--- src/rtl/sbox_serial_seq.sv ---
// Sequencer for a bit-serial S-box shift register: counts bits/bytes of one block,
// strobes the S-box parallel load and flags which serial output bits are substituted.
//
// state | meaning
// IDLE  | waiting for start, counters and sub_seen cleared
// LOAD  | accepting serial input bits, loading each completed byte through the S-box
// FLUSH | 8 forced shifts to emit the last substituted byte
// DONE  | one-cycle end-of-block pulse
module sbox_serial_seq #(
  parameter int NBYTES = 16,
  parameter int BW     = (NBYTES > 1) ? $clog2(NBYTES) : 1
) (
  input  logic          clk,
  input  logic          rst,
  input  logic          start,
  input  logic          in_valid,
  output logic          in_ready,
  output logic          shift_en,
  output logic          ctrl_sbox,
  output logic          out_valid,
  output logic          busy,
  output logic          done,
  output logic [2:0]    bit_idx,
  output logic [BW-1:0] byte_idx
);

  typedef enum logic [1:0] {IDLE, LOAD, FLUSH, DONE} state_t;

  localparam logic [BW-1:0] LAST_BYTE = BW'(NBYTES - 1);

  state_t state;
  logic   flushing;
  logic   last_bit;   // LOAD with bit_idx==7: next accepted bit completes a byte
  logic   sub_seen;

  always_ff @(posedge clk) begin
    if (rst) begin
      state    <= IDLE;
      in_ready <= 1'b0;
      flushing <= 1'b0;
      last_bit <= 1'b0;
      sub_seen <= 1'b0;
      busy     <= 1'b0;
      done     <= 1'b0;
      bit_idx  <= 3'd0;
      byte_idx <= '0;
    end else begin
      case (state)
        IDLE: begin
          bit_idx  <= 3'd0;
          byte_idx <= '0;
          sub_seen <= 1'b0;
          if (start) begin
            state    <= LOAD;
            in_ready <= 1'b1;
            busy     <= 1'b1;
          end
        end
        LOAD: begin
          if (in_valid) begin
            bit_idx  <= bit_idx + 3'd1;
            last_bit <= (bit_idx == 3'd6);
            if (bit_idx == 3'd7) begin
              sub_seen <= 1'b1;
              if (byte_idx == LAST_BYTE) begin
                state    <= FLUSH;
                in_ready <= 1'b0;
                flushing <= 1'b1;
              end else begin
                byte_idx <= byte_idx + BW'(1);
              end
            end
          end
        end
        FLUSH: begin
          bit_idx <= bit_idx + 3'd1;
          if (bit_idx == 3'd7) begin
            state    <= DONE;
            flushing <= 1'b0;
            done     <= 1'b1;
          end
        end
        DONE: begin
          state    <= IDLE;
          done     <= 1'b0;
          busy     <= 1'b0;
          sub_seen <= 1'b0;
          bit_idx  <= 3'd0;
          byte_idx <= '0;
        end
        default: state <= IDLE;
      endcase
    end
  end

  // in_valid only gates registered qualifiers; no deeper input-to-output path.
  assign shift_en  = (in_ready & in_valid) | flushing;
  assign ctrl_sbox = last_bit & in_valid;
  assign out_valid = (in_ready & in_valid & sub_seen) | flushing;

endmodule

--- config.mk ---
export PLATFORM = sky130hd
export DESIGN_NAME = sbox_serial_seq
export DESIGN_NICKNAME = d
export VERILOG_FILES = /design/src/rtl/sbox_serial_seq.sv
export SDC_FILE = /design/constraint.sdc
export NUM_CORES = 1
export LEC_CHECK = 0
export ABC_AREA = 0
export CAP_MARGIN = 20
export CORE_MARGIN = 8
export CORE_UTILIZATION = 52
export CTS_BUF_LIST = sky130_fd_sc_hd__clkbuf_4
export DETAILED_ROUTE_END_ITERATION = 8
export GPL_TIMING_DRIVEN = 0
export MAX_ROUTING_LAYER = met4
export PLACE_DENSITY = 0.91
export SETUP_SLACK_MARGIN = 0.05
export SKIP_LAST_GASP = 1
export SLEW_MARGIN = 20
export SYNTH_ARGS = -nofsm -noshare
export SYNTH_HDL_FRONTEND = slang
export SYNTH_SLANG_ARGS = --single-unit
--- constraint.sdc ---
create_clock -name clk -period 1.85 [get_ports clk]
set_clock_uncertainty 0.1 [all_clocks]
set_input_delay 0.37 -clock clk [delete_from_list [all_inputs] [get_ports clk]]
set_output_delay 0.37 -clock clk [all_outputs]
set_load 0.03 [all_outputs]
==> metrics.txt <==
Routed WL=2.09 mm; Max Cap Viol=0; period utilization=93.0%; most common cell after layout, fill and taps aside=nand2_1; pin count of the biggest net entering global routing=11; peak supply drop=0.000905 V; total die area=3210 um^2; syn_nets=122; largest family of logic cells by synthesized area=simple AND/OR/NAND/NOR gates; CTS buffer count=3; crit path DAT=1860 ps; Die X=56.6 um; Max FO, Critical Path=5; Synth Area in Compound Gates=19.5%; Core Area=1520 um^2; Hold Buf Count CTS=0; Tot GR Track Use=12.8%; Worst-Margin Slew=456 ps; Post-Syn Area=858 um^2; die height=56.6 um; clock slew at reported path FFs=100 ps; initial DRC count=20; R2R Path Start=bit_idx[0]; H-tree depth=1; fmax=0.581 GHz; initial antenna violation count=0; n_diodes=0; simple-gate share of the synthesized area=24.9%; crit path launch=bit_idx[0]; Pins Over Slew Limit=0; Yosys cell types=28; Post-Syn Instances=108; design area=1110 um^2; most frequent cells in the layout=16 x nand2_1, 11 x dfxtp_1, 10 x a21oi_1; FF/Latch Area=305 um^2; number of global-route vias before repair=802; max_slew headroom=69.6%; Final TNS setup=0 ps; DP HPWL=1.52 mm; Pleak=0.521 nW; final setup fails=0; DRC=0; Final ANT Viol Nets=0; vias per std cell=5.79; Tmin final=1720 ps; Total Nets Final=147; yosys warns=0; number of I/O port buffers=16; Yosys reg bits=15; I/O pin total=17; layout filler cell count=118; post-synthesis xor/xnor area fraction=0%; adder-cell share of the synthesized area=14.6%; ratio of cells with drive above 1 in the final layout=15.9%; CTS sink cnt=15; RSZ-0062 raised after global routing=no; wire length of the first global-routing pass=3.38 mm; Seq/Total Area, Yosys=35.0%; Via Count=857; Area after DPL=1040 um^2; Fin. Hold Viols=0; grt ovf=0; Routed WL per cell=14.1 um; run status=finished, final reports clean; Mean Syn Cell Area=7.95 um^2; Initial Util=56.3%; Layout area overhead=29.9%; critical path launch point type=flop; DRT Pass-1 Iters=4; Worst-Skew Late Latency=310 ps; Multi-input gate area=534 um^2; CP required=1990 ps; CP endpoint kind=flop; Clock Path Buffers=2; row cnt=14; HP Class=reg2reg; mux cell area share after synthesis=1.17%; Worst Hold Launch=last_bit; CTS tree=yes; Root Buffer=clkbuf_4; Pwr per Cell Area=1050 nW/um^2; Placer Congestion=0.847; WS Path Type=reg2reg
## flip-flops by register name, indices dropped and copies added, names as in the netlist
register,cells
byte_idx,4
bit_idx,3
state,2
busy,1
done,1
flushing,1
in_ready,1
last_bit,1
sub_seen,1
## layout make-up
| cell class | count | area share, % |
|---|---|---|
| Multi-Input combinational cell | 83 | 47.9 |
| Tap cell | 16 | 1.80 |
| Sequential cell | 15 | 27.4 |
| Timing Repair Buffer | 20 | 15.9 |
| Clock buffer | 4 | 2.69 |
| Inverter | 6 | 2.02 |
| Buffer | 4 | 2.24 |
## synthesized netlist by cell type (all sizes together)
library cell	n	share of area (%)
clkbuf	1	0.44
nand4	1	0.73
mux2i	1	1.2
a21oi	10	5.8
nor2	6	2.6
nor4	1	0.73
dfxtp	15	35
a211oi	2	1.7
o21a	2	1.7
ha	10	15
o31ai	1	0.87
a31oi	2	1.5
nor3	1	0.58
o2111ai	2	2.0
a21o	1	0.87
inv	6	2.6
or3	2	1.5
and2	1	0.73
nand3	8	4.7
nand2b	2	1.5
nor3b	1	0.87
nor2b	2	1.5
buf	3	1.7
nand2	17	7.4
o31a	1	1.0
o21ai	5	2.9
and3	3	2.2
o41ai	1	1.0
## worst paths after layout
| kind | to | slack (ps) | cells after the start |
|---|---|---|---|
| max | flushing | 130 | 6 |
| min | last_bit | 360 | 2 |
| max reg2reg | flushing | 130 | 6 |
| min reg2reg | last_bit | 360 | 2 |
## repair_timing
action,4_1_cts,5_1_grt
endpoints found under the setup margin,11,10
cloned,0,0
resized for setup,26,12
buffers inserted,0,4
## worst max-delay path: stages (launching register included)
cell and delay (ps):
dfxtp_2 360, ha_1 220, ha_4 180, and3_1 210, nand2_1 110, or3_1 320
a21oi_1 150
## routing by layer
metal | routed length [um] | vias to the layer above | global-route usage, %
li1 | - | 426 | -
met1 | 880 | 387 | 15.0
met2 | 973 | 41 | 19.9
met3 | 211 | 3 | 5.17
met4 | 21 | 0 | 3.09
met5 | 0 | - | -
## per-stage QoR
step / utilization, % / worst slack [ps] / instances / power [mW] / hold slack (ps)
finish: 73.2 / 130 / 148 / 1.17 / 356
global route: 73.2 / 64.4 / 148 / 1.25 / 393
CTS: 69.2 / -73.2 / 144 / 1.14 / 355
detailed placement: 68.3 / -604 / 140 / 0.949 / 342
global placement: 68.3 / -583 / 140 / 0.923 / 337
floorplan: - / 164 / 108 / 0.790 / 327
## kinds of logic after synthesis
kind of cell             count (synthesis)
flip-flops                              15
adder cells (fa/ha/maj)                 10
AO/OA/AOI/OAI                           27
buffers and inverters                   10
AND/OR/NAND/NOR                         45
multiplexers                             1
## power by group
group | internal, mW | leakage (nW) | total [mW] | switching, mW
registers | 0.375 | 0.123 | 0.415 | 0.0405
clock network | 0.0990 | 0.0184 | 0.216 | 0.117
logic | 0.199 | 0.379 | 0.535 | 0.336
(Power assumes the default switching activity.)
